[config.mk]
export PLATFORM = sky130hd
export DESIGN_NAME = reg_file_sb_flat
export DESIGN_NICKNAME = d
export VERILOG_FILES = /design/src/rtl/cpu_pkg.sv /design/src/rtl/reg_file_sb_if.sv /design/src/rtl/load_scoreboard.sv /design/src/rtl/reg_file_sb.sv /design/src/flat_wrapper.sv
export SDC_FILE = /design/constraint.sdc
export NUM_CORES = 1
export LEC_CHECK = 0
export BUFFER_PORTS_ARGS = -buffer_cell sky130_fd_sc_hd__buf_2
export CAP_MARGIN = 20
export CORE_MARGIN = 2
export CORE_UTILIZATION = 55
export CTS_BUF_LIST = sky130_fd_sc_hd__clkbuf_4
export DETAILED_ROUTE_END_ITERATION = 8
export GPL_TIMING_DRIVEN = 0
export PLACE_DENSITY = 0.7
export SYNTH_ARGS = -nofsm -noshare
export SYNTH_HDL_FRONTEND = slang
export SYNTH_SLANG_ARGS = --single-unit
[constraint.sdc]
create_clock -name clk -period 3 [get_ports clk]
set_input_delay 0 -clock clk [delete_from_list [all_inputs] [get_ports clk]]
set_output_delay 0 -clock clk [all_outputs]
set_load 0.05 [all_outputs]
[src/rtl/cpu_pkg.sv]
// Shared CPU constants: register codes, datapath width and SP reset value.
// Used by the register file and by the ID-stage address decoders.
package cpu_pkg;

  localparam int          DATA_W  = 16;
  localparam logic [15:0] SP_INIT = 16'hBF00;
  localparam int          REG_NUM = 12;

  typedef logic [3:0] reg_code_t;

  localparam reg_code_t REG_SP = 4'd8;
  localparam reg_code_t REG_T  = 4'd9;
  localparam reg_code_t REG_IH = 4'd10;
  localparam reg_code_t REG_RA = 4'd11;

  // Codes 12-15 are reserved and map to no storage.
  function automatic logic is_reg(input reg_code_t code);
    return code < 4'(REG_NUM);
  endfunction

endpackage

[src/rtl/reg_file_sb_if.sv]
// Register-file bus: ID read ports, WB write port, load tracking and hazard stall.
// master = pipeline side, slave = register file.
interface reg_file_sb_if;
  import cpu_pkg::*;

  reg_code_t          rd_addr1;
  reg_code_t          rd_addr2;
  logic               use1;
  logic               use2;
  logic [DATA_W-1:0]  rd_data1;
  logic [DATA_W-1:0]  rd_data2;
  logic               wr_en;
  reg_code_t          wr_addr;
  logic [DATA_W-1:0]  wr_data;
  logic               wb_is_load;
  logic               ld_issue;
  reg_code_t          ld_dest;
  logic               flush;
  logic               stall;
  logic [DATA_W-1:0]  ih_out;
  logic [DATA_W-1:0]  sp_out;

  modport master (
    output rd_addr1, rd_addr2, use1, use2, wr_en, wr_addr, wr_data,
           wb_is_load, ld_issue, ld_dest, flush,
    input  rd_data1, rd_data2, stall, ih_out, sp_out
  );

  modport slave (
    input  rd_addr1, rd_addr2, use1, use2, wr_en, wr_addr, wr_data,
           wb_is_load, ld_issue, ld_dest, flush,
    output rd_data1, rd_data2, stall, ih_out, sp_out
  );

endinterface

[src/rtl/load_scoreboard.sv]
// Per-register pending-load counters and load-use stall generation.
// With REGFILE_BYPASS_EN, a final same-cycle load writeback releases the stall.
module load_scoreboard
  import cpu_pkg::*;
#(
  parameter int PEND_W = 2
) (
  input  logic      clk,
  input  logic      rst,
  input  reg_code_t rd_addr1,
  input  reg_code_t rd_addr2,
  input  logic      use1,
  input  logic      use2,
  input  logic      wr_en,
  input  reg_code_t wr_addr,
  input  logic      wb_is_load,
  input  logic      ld_issue,
  input  reg_code_t ld_dest,
  input  logic      flush,
  output logic      stall
);

  localparam logic [PEND_W-1:0] PEND_MAX = '1;

  logic [REG_NUM-1:0][PEND_W-1:0] pend_reg;
  logic [REG_NUM-1:0][PEND_W-1:0] pend_next;
  logic [REG_NUM-1:0]             busy;
  logic [REG_NUM-1:0]             inc_hit;
  logic [REG_NUM-1:0]             dec_hit;
  logic [REG_NUM-1:0]             resolves;
  logic [15:0]                    block;

  generate
    for (genvar gi = 0; gi < REG_NUM; gi++) begin : g_pend
      assign busy[gi]    = |pend_reg[gi];
      assign inc_hit[gi] = ld_issue && !stall && (ld_dest == 4'(gi));
      assign dec_hit[gi] = wr_en && wb_is_load && (wr_addr == 4'(gi)) && busy[gi];

      // Simultaneous issue and retire on one register cancel out.
      assign pend_next[gi] =
        (inc_hit[gi] && !dec_hit[gi] && pend_reg[gi] != PEND_MAX) ? pend_reg[gi] + 1'b1 :
        (dec_hit[gi] && !inc_hit[gi])                             ? pend_reg[gi] - 1'b1 :
                                                                    pend_reg[gi];

`ifdef REGFILE_BYPASS_EN
      // Raw ld_issue (not stall-gated) keeps this path free of a loop through stall.
      assign resolves[gi] = dec_hit[gi] && (pend_reg[gi] == PEND_W'(1)) &&
                            !(ld_issue && !flush && (ld_dest == 4'(gi)));
`else
      assign resolves[gi] = 1'b0;
`endif
    end
  endgenerate

  always_ff @(posedge clk) begin
    if (rst || flush) begin
      pend_reg <= '0;
    end else begin
      pend_reg <= pend_next;
    end
  end

  // Reserved codes index the zero-extended upper bits and so never stall.
  assign block = 16'(busy & ~resolves);
  assign stall = (use1 & block[rd_addr1]) | (use2 & block[rd_addr2]);

endmodule

[src/rtl/reg_file_sb.sv]
// CPU register file (R0-R7, SP, T, IH, RA) with load scoreboard.
// Build option REGFILE_BYPASS_EN: same-cycle WB write-through to the read ports.
module reg_file_sb
  import cpu_pkg::*;
#(
  parameter int PEND_W = 2
) (
  input  logic          clk,
  input  logic          rst,
  reg_file_sb_if.slave  bus
);

  logic [DATA_W-1:0] regs_reg [REG_NUM];
  logic [DATA_W-1:0] rd1_val;
  logic [DATA_W-1:0] rd2_val;
  logic              stall;

  always_ff @(posedge clk) begin
    if (rst) begin
      for (int i = 0; i < REG_NUM; i++) begin
        regs_reg[i] <= (i == int'(REG_SP)) ? SP_INIT : '0;
      end
    end else if (bus.wr_en && is_reg(bus.wr_addr)) begin
      regs_reg[bus.wr_addr] <= bus.wr_data;
    end
  end

  always_comb begin
    rd1_val = '0;
    rd2_val = '0;
    if (is_reg(bus.rd_addr1)) rd1_val = regs_reg[bus.rd_addr1];
    if (is_reg(bus.rd_addr2)) rd2_val = regs_reg[bus.rd_addr2];
`ifdef REGFILE_BYPASS_EN
    if (bus.wr_en && is_reg(bus.wr_addr) && bus.wr_addr == bus.rd_addr1) rd1_val = bus.wr_data;
    if (bus.wr_en && is_reg(bus.wr_addr) && bus.wr_addr == bus.rd_addr2) rd2_val = bus.wr_data;
`endif
  end

  load_scoreboard #(
    .PEND_W (PEND_W)
  ) u_sb (
    .clk        (clk),
    .rst        (rst),
    .rd_addr1   (bus.rd_addr1),
    .rd_addr2   (bus.rd_addr2),
    .use1       (bus.use1),
    .use2       (bus.use2),
    .wr_en      (bus.wr_en),
    .wr_addr    (bus.wr_addr),
    .wb_is_load (bus.wb_is_load),
    .ld_issue   (bus.ld_issue),
    .ld_dest    (bus.ld_dest),
    .flush      (bus.flush),
    .stall      (stall)
  );

  assign bus.rd_data1 = rd1_val;
  assign bus.rd_data2 = rd2_val;
  assign bus.stall    = stall;
  // Interrupt and debug views deliberately bypass nothing.
  assign bus.ih_out   = regs_reg[REG_IH];
  assign bus.sp_out   = regs_reg[REG_SP];

endmodule

[src/flat_wrapper.sv]
// flat-port wrapper written by rule: the top's interface ports become plain ports
module reg_file_sb_flat import cpu_pkg::*;
#(
  parameter int PEND_W = 2
)
  (clk, rst, bus_rd_addr1, bus_rd_addr2, bus_use1, bus_use2, bus_wr_en, bus_wr_addr, bus_wr_data, bus_wb_is_load, bus_ld_issue, bus_ld_dest, bus_flush, bus_rd_data1, bus_rd_data2, bus_stall, bus_ih_out, bus_sp_out);
  reg_file_sb_if bus_i ();
  input  logic clk;
  input  logic rst;
  input wire logic [$bits(bus_i.rd_addr1)-1:0] bus_rd_addr1;
  input wire logic [$bits(bus_i.rd_addr2)-1:0] bus_rd_addr2;
  input wire logic [$bits(bus_i.use1)-1:0] bus_use1;
  input wire logic [$bits(bus_i.use2)-1:0] bus_use2;
  input wire logic [$bits(bus_i.wr_en)-1:0] bus_wr_en;
  input wire logic [$bits(bus_i.wr_addr)-1:0] bus_wr_addr;
  input wire logic [$bits(bus_i.wr_data)-1:0] bus_wr_data;
  input wire logic [$bits(bus_i.wb_is_load)-1:0] bus_wb_is_load;
  input wire logic [$bits(bus_i.ld_issue)-1:0] bus_ld_issue;
  input wire logic [$bits(bus_i.ld_dest)-1:0] bus_ld_dest;
  input wire logic [$bits(bus_i.flush)-1:0] bus_flush;
  output wire logic [$bits(bus_i.rd_data1)-1:0] bus_rd_data1;
  output wire logic [$bits(bus_i.rd_data2)-1:0] bus_rd_data2;
  output wire logic [$bits(bus_i.stall)-1:0] bus_stall;
  output wire logic [$bits(bus_i.ih_out)-1:0] bus_ih_out;
  output wire logic [$bits(bus_i.sp_out)-1:0] bus_sp_out;
  assign bus_i.rd_addr1 = bus_rd_addr1;
  assign bus_i.rd_addr2 = bus_rd_addr2;
  assign bus_i.use1 = bus_use1;
  assign bus_i.use2 = bus_use2;
  assign bus_i.wr_en = bus_wr_en;
  assign bus_i.wr_addr = bus_wr_addr;
  assign bus_i.wr_data = bus_wr_data;
  assign bus_i.wb_is_load = bus_wb_is_load;
  assign bus_i.ld_issue = bus_ld_issue;
  assign bus_i.ld_dest = bus_ld_dest;
  assign bus_i.flush = bus_flush;
  assign bus_rd_data1 = bus_i.rd_data1;
  assign bus_rd_data2 = bus_i.rd_data2;
  assign bus_stall = bus_i.stall;
  assign bus_ih_out = bus_i.ih_out;
  assign bus_sp_out = bus_i.sp_out;
  reg_file_sb #(.PEND_W(PEND_W)) u_core (.clk(clk), .rst(rst), .bus(bus_i));
endmodule
==> results of run 1 <==
[routing by layer]
layer	track usage, %	routed length, µm	vias to the layer above
li1	-	-	3920
met1	38.4	13400	4368
met2	46.3	16000	381
met3	6.32	2640	63
met4	8.82	759	0
met5	0	0	-
[cell usage after synthesis (all sizes together), types with 15 or more instances]
cell type,n,area (µm²)
nand2,31,116
buf,24,135
clkbuf,53,199
and2,185,1160
inv,32,120
mux2i,33,330
a21oi,15,75.1
nor2b,19,119
edfxtp,192,5770
mux4,100,2250
o22ai,32,200
nor2,62,233
dfxtp,24,480
[final cells by class]
type	count	share of cell area (%)
clock buffer	87	4.58
multi-input combinational	606	39.1
antenna	1	0.0175
sequential	216	43.8
buffer	77	2.39
timing repair buffer	140	6.30
clock inverter	12	0.518
inverter	32	0.842
tap	280	2.46
[stage by stage]
step	cells	TNS, ps	utilization [%]	hold slack (ps)
detailed placement	1311	0	59.9	294
finish	1451	0	65.2	63.8
global route	1451	-4.64	65.2	103
CTS	1449	0	65.0	32.6
global placement	1311	0	59.9	290
floorplan	931	0	-	180
[final timing paths]
check                                           to  slack, ps  cells past startpoint
max          u_core.u_sb.pend_reg[10]$_SDFFE_PP0P_        110                      9
min          u_core.u_sb.pend_reg[22]$_SDFFE_PP0P_         60                      7
max reg2reg  u_core.u_sb.pend_reg[10]$_SDFFE_PP0P_        110                      9
min reg2reg  u_core.u_sb.pend_reg[18]$_SDFFE_PP0P_        510                      2
[worst max-delay path, delay by kind of cell (launching register included)]
family / cells / cell delay, ps
simple gates: 4 / 990
buf+inv: 2 / 740
mux: 2 / 620
flops: 1 / 350
compound gates: 1 / 120
[power by group through the flow]
| stage | Combinational (W) | Clock (W) | Sequential, W |
|---|---|---|---|
| after floorplan | 0.000752 | 0 | 0.00363 |
| after global placement | 0.00115 | 0 | 0.00356 |
| after detailed placement | 0.00116 | 0 | 0.00358 |
| after CTS | 0.00120 | 0.00267 | 0.00351 |
| after global routing | 0.00127 | 0.00283 | 0.00353 |
| final | 0.00121 | 0.00266 | 0.00352 |
[cell families after synthesis]
family	count (synthesis)	share of synthesized area [%]
multiplexers	145	22.1
flip-flops	216	50.9
XOR/XNOR	11	0.785
AO/OA/AOI/OAI	86	4.51
buffers and inverters	109	3.70
AND/OR/NAND/NOR	364	17.9
[timing repair]
item	CTS	global route
endpoints found under the hold margin	158	0
endpoints found under the setup margin	0	1
setup buffers	0	1
hold buffers	39	0
resized for setup	0	5
==> summary.md, run 1 <==
| Metric | Value |
|---|---|
| Primary FF master, synth | edfxtp_1 |
| Port buffer count | 100 |
| WP data arrival | roughly 3600 ps |
| Power Internal | ~0.0053 W |
| WL final | ~33000 µm |
| Grt ovf | 0 |
| Outcome | complete, no violations |
| Final HPWL DP | around 23000 µm |
| Synth Instances | approximately 930 |
| Worst Clk Skew | around 45 ps |
| Leakage | 5.26 nW |
| Crit path time final | between 2000 and 3000 ps |
| Crit path max-delay cell type | dlygate4sd3_1 |
| Die area | roughly 0.024 mm² |
| Initial antenna violation count | 1 |
| Sw Ratio | 28.8% |
| Initial Util | a little under three fifths |
| Clock root cell | clkbuf_4 |
| R2r startpoint | u_core.u_sb.pend_reg[22]$_SDFFE_PP0P_ |
| Final setup viols | 0 |
| Via count | just under 9000 |
| Syn nets | roughly 1000 |
| Mapped Area | about 0.012 mm² |
| Hold path startpoint | bus_rd_addr1[2] |
| Max incr delay on CP | 560 ps |
| Clk pwr share | 36.0% |
| FILL cells | 1676 |
| Fin crit share | between 90% and 100% |
| Vias in the first global route | around 9000 |
| Worst hold path class | input port to flop |
| Post-synth EDFFs | 192 |
| CP Cell Sequence | nor2_1 > mux4_2 > nor3_1 > or3_4 > buf_8 > nor4_4 > mux2_1 > o2bb2ai_1 > dlygate4sd3_1 |
| Total power | 0.00738 W |
| Nets | 1171 |
| Worst setup EP type | flop |
| Storage cell area | roughly 0.0062 mm² |
| Die Wd | around 150 µm |
| Yosys reg bits | about 220 |
| CTS tree | built |
| Max Slew Vio Count | 0 |
| Worst IR Drop VDD | between 0.4 and 0.5 mV |
| Final non-filler cell area | roughly 0.014 mm² |
| Critical Path RT | 3660 ps |
| Largest net degree at the start of global routing | 17 |
| First-pass GRT wire length | ~51000 µm |
| Top Ports | around 110 |
| Drt first pass iters | 5 |
| Max FFs per register | approximately 190 |
| CTS Buffer Depth | 3 |
| Multi-input gate area | ~0.0056 mm² |
| Final ANT Viol Nets | 0 |
| NetSw | approximately 0.0021 W |
| Asr flop ratio synth | 0% |
| Share of power burned in registers | between 40% and 50% |
| Residual DRC | 0 |
| Max FO, Critical Path | 10 |
| Fmax | roughly 350 MHz |
| Pre-CTS setup slack | around 600 ps |
| CTS buffer count | 58 |
| Worst Setup Path Type | flop to flop |
| DP Area | 0.0131 mm² |
| Clk_lat worst skew | a little over 700 ps |
| Gate power share | between 10% and 20% |
| DIE HEIGHT | approximately 150 µm |
| Synth Warn # | 0 |
| PD cells | roughly 520 mW/mm² |
| Worst Tran Pin Value | 860 ps |
| Max_slew headroom | 42.7% |
| Sink Count | between 200 and 250 |
| DR WL/cell | ~23 µm |
| Area growth syn-to-layout | 16.2% |
| Aggregate global-route resource usage | 28.3% |
| Initial drt markers | between 600 and 700 |
| RD Place Congestion | 0.861 |
| Synth cell types | 38 |
| Final WS setup | between 100 and 150 ps |
| Final Hold Viols | 0 |
| Critical path launch point | u_core.u_sb.pend_reg[22]$_SDFFE_PP0P_ |
| Register area share after synthesis | a little over 50% |
| Max-cap violations | 0 |
| Syn_area_per_cell | ~13 µm² |
| DR vias/cell | between 6 and 7 |
| Crit path launch type | flop |
| Layout cells sized above 1 | around 30% |
| Most frequent cells in the layout | 192 x edfxtp_1, 185 x and2_1, 112 x buf_2, 100 x mux4_2, 87 x clkbuf_4 |
| Commonest non-fill, non-tap cell in the layout | edfxtp_1 |
| Rows | between 50 and 60 |
| Core outline area | approximately 0.022 mm² |
| H-Tree Depth | 2 |
| Clk pin slew, worst setup/hold paths | ~70 ps |
Power figures use the tool's default switching activity.
==> inputs of run 2 (changes only) <==
--- a/config.mk
+++ b/config.mk
@@ -8,11 +8,11 @@
 export BUFFER_PORTS_ARGS = -buffer_cell sky130_fd_sc_hd__buf_2
 export CAP_MARGIN = 20
 export CORE_MARGIN = 2
-export CORE_UTILIZATION = 55
+export CORE_UTILIZATION = 50
 export CTS_BUF_LIST = sky130_fd_sc_hd__clkbuf_4
 export DETAILED_ROUTE_END_ITERATION = 8
 export GPL_TIMING_DRIVEN = 0
-export PLACE_DENSITY = 0.7
+export PLACE_DENSITY = 0.65
 export SYNTH_ARGS = -nofsm -noshare
 export SYNTH_HDL_FRONTEND = slang
 export SYNTH_SLANG_ARGS = --single-unit
==> run 2 against run 1 <==
Against the previous run: global-route usage down 2.2 points; via count decreased by 1.7%; critical path depth unchanged; wire length is 0.48% lower; cell area increased by 0.66%; largest power group unchanged; power shrank 0.19%; non-clock buffer count grew 2; hold slack gained 7.1 ps; highest routed layer unchanged; sequential power is essentially flat; fmax grew 0.29%; register-to-register slack about the same.
==> summary.md, run 2 (synthesized netlist as in run 1, its figures left out) <==
| Metric | Value |
|---|---|
| Initial antenna violation count | 1 (unchanged) |
| Grt ovf | 0 (unchanged) |
| Hold Path Stages | 7 (unchanged) |
| Commonest non-fill, non-tap cell in the layout | edfxtp_1 (unchanged) |
| RSZ-0062 raised after global routing | false |
| Max_slew headroom | 32.7% (was 42.7%) |
| Vias in the first global route | 8847 (was 9034) |
| R2R depth | 9 (unchanged) |
| Worst hold path class | input port to flop (unchanged) |
| DP Area | 0.0132 mm² (was 0.0131 mm²) |
| Most frequent cells in the layout | 192 x edfxtp_1, 185 x and2_1, 112 x buf_2, 100 x mux4_2, 91 x clkbuf_4 (was 192 x edfxtp_1, 185 x and2_1, 112 x buf_2, 100 x mux4_2, 87 x clkbuf_4) |
| Final ANT Viol Nets | 0 (unchanged) |
| Die Wd | 161 µm (was 153 µm) |
| Initial drt markers | 791 (was 639) |
| Dpl cells | 1355 (was 1311) |
| First-pass GRT wire length | 50400 µm (was 50900 µm) |
| Final non-filler cell area | 0.0144 mm² (was 0.0143 mm²) |
| Post-route insts no fill | 1500 (was 1451) |
| RD Place Congestion | 0.843 (was 0.861) |
| Largest net degree at the start of global routing | 19 (was 17) |
| CTS Buffer Depth | 3 (unchanged) |
| Clk pin slew, worst setup/hold paths | 70 ps (about the same) |
| Worst setup EP type | flop (unchanged) |
| Nets | 1173 (was 1171) |
| Residual DRC | 0 (unchanged) |
| Max-cap violations | 0 (unchanged) |
| Worst Setup Path Type | flop to flop (unchanged) |
| Leakage | 5.27 nW (was 5.26 nW) |
| Multi-input gate area | 0.00558 mm² (about the same) |
| Final Hold Viols | 0 (unchanged) |
| Worst Tran Pin Value | 1010 ps (was 860 ps) |
| CTS tree | built (unchanged) |
| Max FFs per register | 192 (unchanged) |
| Fmax | 348 MHz (was 347 MHz) |
| Critical Path RT | 3640 ps (was 3660 ps) |
| Port buffer count | 100 (unchanged) |
| Initial Util | 50.7% (was 56.0%) |
| Area growth syn-to-layout | 17.0% (was 16.2%) |
| Sink Count | 216 (unchanged) |
| Top Ports | 105 (unchanged) |
| Rows | 57 (was 54) |
| Max Slew Vio Count | 0 (unchanged) |
| Layout cells sized above 1 | 29.8% (was 29.6%) |
| Storage cell area | 0.00625 mm² (unchanged) |
| Worst IR Drop VDD | 0.329 mV (was 0.413 mV) |
| DR WL/cell | 21.8 µm (was 22.6 µm) |
| Fin crit share | 95.9% (was 96.2%) |
| Clk_lat worst skew | 700 ps (was 720 ps) |
| H-Tree Depth | 2 (unchanged) |
| Final setup viols | 0 (unchanged) |
| Outcome | complete, no violations (unchanged) |
| WL final | 32700 µm (was 32800 µm) |
| Crit path time final | 2880 ps (was 2890 ps) |
| Drt first pass iters | 7 (was 5) |
| Max FO, Critical Path | 10 (unchanged) |
| FILL cells | 1988 (was 1676) |
| Aggregate global-route resource usage | 26.1% (was 28.3%) |
| Clock root cell | clkbuf_4 (unchanged) |
| Setup TNS | 0 ps (unchanged) |
| WP data arrival | 3520 ps (was 3550 ps) |
| Final HPWL DP | 23000 µm (was 23300 µm) |
| Via count | 8587 (was 8732) |
| Worst Clk Skew | 17.6 ps (was 44.9 ps) |
| PD cells | 513 mW/mm² (was 517 mW/mm²) |
| Core outline area | 0.0242 mm² (was 0.0219 mm²) |
| DIE HEIGHT | 161 µm (was 153 µm) |
| Crit path launch type | flop (unchanged) |
| CTS buffer count | 58 (unchanged) |
| Die area | 0.0258 mm² (was 0.0235 mm²) |
| DR vias/cell | 5.72 (was 6.02) |
[run 2: cell count changes in the layout (fill, tap and decap cells not counted), sizes merged]
cell and delta:
bufinv -1, dlygate4sd3 +3, clkbuf +4, buf -1
clkinvlp +1, clkinv -1
[run 2: final cells by class]
cell class / instances / share of cell area, %
Timing Repair Buffer: 142 / 6.41
Clock buffer: 91 / 4.76
Sequential cell: 216 / 43.5
Tap cell: 324 / 2.82
Clock inverter: 11 / 0.401
Multi-Input combinational cell: 606 / 38.9
Inverter: 32 / 0.837
Antenna cell: 1 / 0.0174
Buffer: 77 / 2.36
[run 2: routing by layer]
layer / routed length (µm) / global-route usage [%] / vias to the layer above
met4: 538 / 8.03 / 0
li1: - / - / 3920
met3: 2390 / 4.80 / 41
met2: 15700 / 42.1 / 345
met5: 0 / 0 / -
met1: 14100 / 36.4 / 4281
[run 2: worst paths after layout]
check                                                           start                                    end  slack [ps]
worst min-delay path                                  bus_rd_addr2[2]  u_core.u_sb.pend_reg[21]$_SDFFE_PP0P_          70
worst max-delay path            u_core.u_sb.pend_reg[14]$_SDFFE_PP0P_  u_core.u_sb.pend_reg[10]$_SDFFE_PP0P_         120
worst max register to register  u_core.u_sb.pend_reg[14]$_SDFFE_PP0P_  u_core.u_sb.pend_reg[10]$_SDFFE_PP0P_         120
worst min register to register   u_core.u_sb.pend_reg[8]$_SDFFE_PP0P_   u_core.u_sb.pend_reg[8]$_SDFFE_PP0P_         510
[run 2: critical path, stage by stage, from the launching register on]
cell and delay, ps:
dfxtp_1 350, nor2_2 140, mux4_2 250, nor2_1 40, or3_4 420, buf_6 190
nor4_4 400, mux2_1 360, o2bb2ai_1 120, dlygate4sd3_1 550
[run 2: through the flow]
| stage | setup slack (ps) | hold slack (ps) | util, % | total power, W |
|---|---|---|---|---|
| global placement | 602 | 289 | 54.5 | 0.00472 |
| global route | 7.63 | 81.6 | 59.4 | 0.00764 |
| CTS | 37.3 | 2.34 | 59.3 | 0.00740 |
| floorplan | 840 | 180 | - | 0.00438 |
| finish | 123 | 70.9 | 59.4 | 0.00736 |
| detailed placement | 583 | 295 | 54.5 | 0.00474 |
[run 2: power by group]
group / leakage [nW] / total (W) / switching, W / internal [W]
Combinational: 2.80 / 0.00121 / 0.000776 / 0.000434
Sequential: 2.03 / 0.00351 / 0.0000822 / 0.00343
Clock: 0.442 / 0.00265 / 0.00127 / 0.00138
Total: 5.27 / 0.00736 / 0.00213 / 0.00524
[run 2: repair_timing]
action | CTS | global route
endpoints found under the setup margin | 0 | 4
setup buffers | 0 | 0
hold buffers | 42 | 0
hold endpoints to repair | 203 | 0
resized for setup | 0 | 8
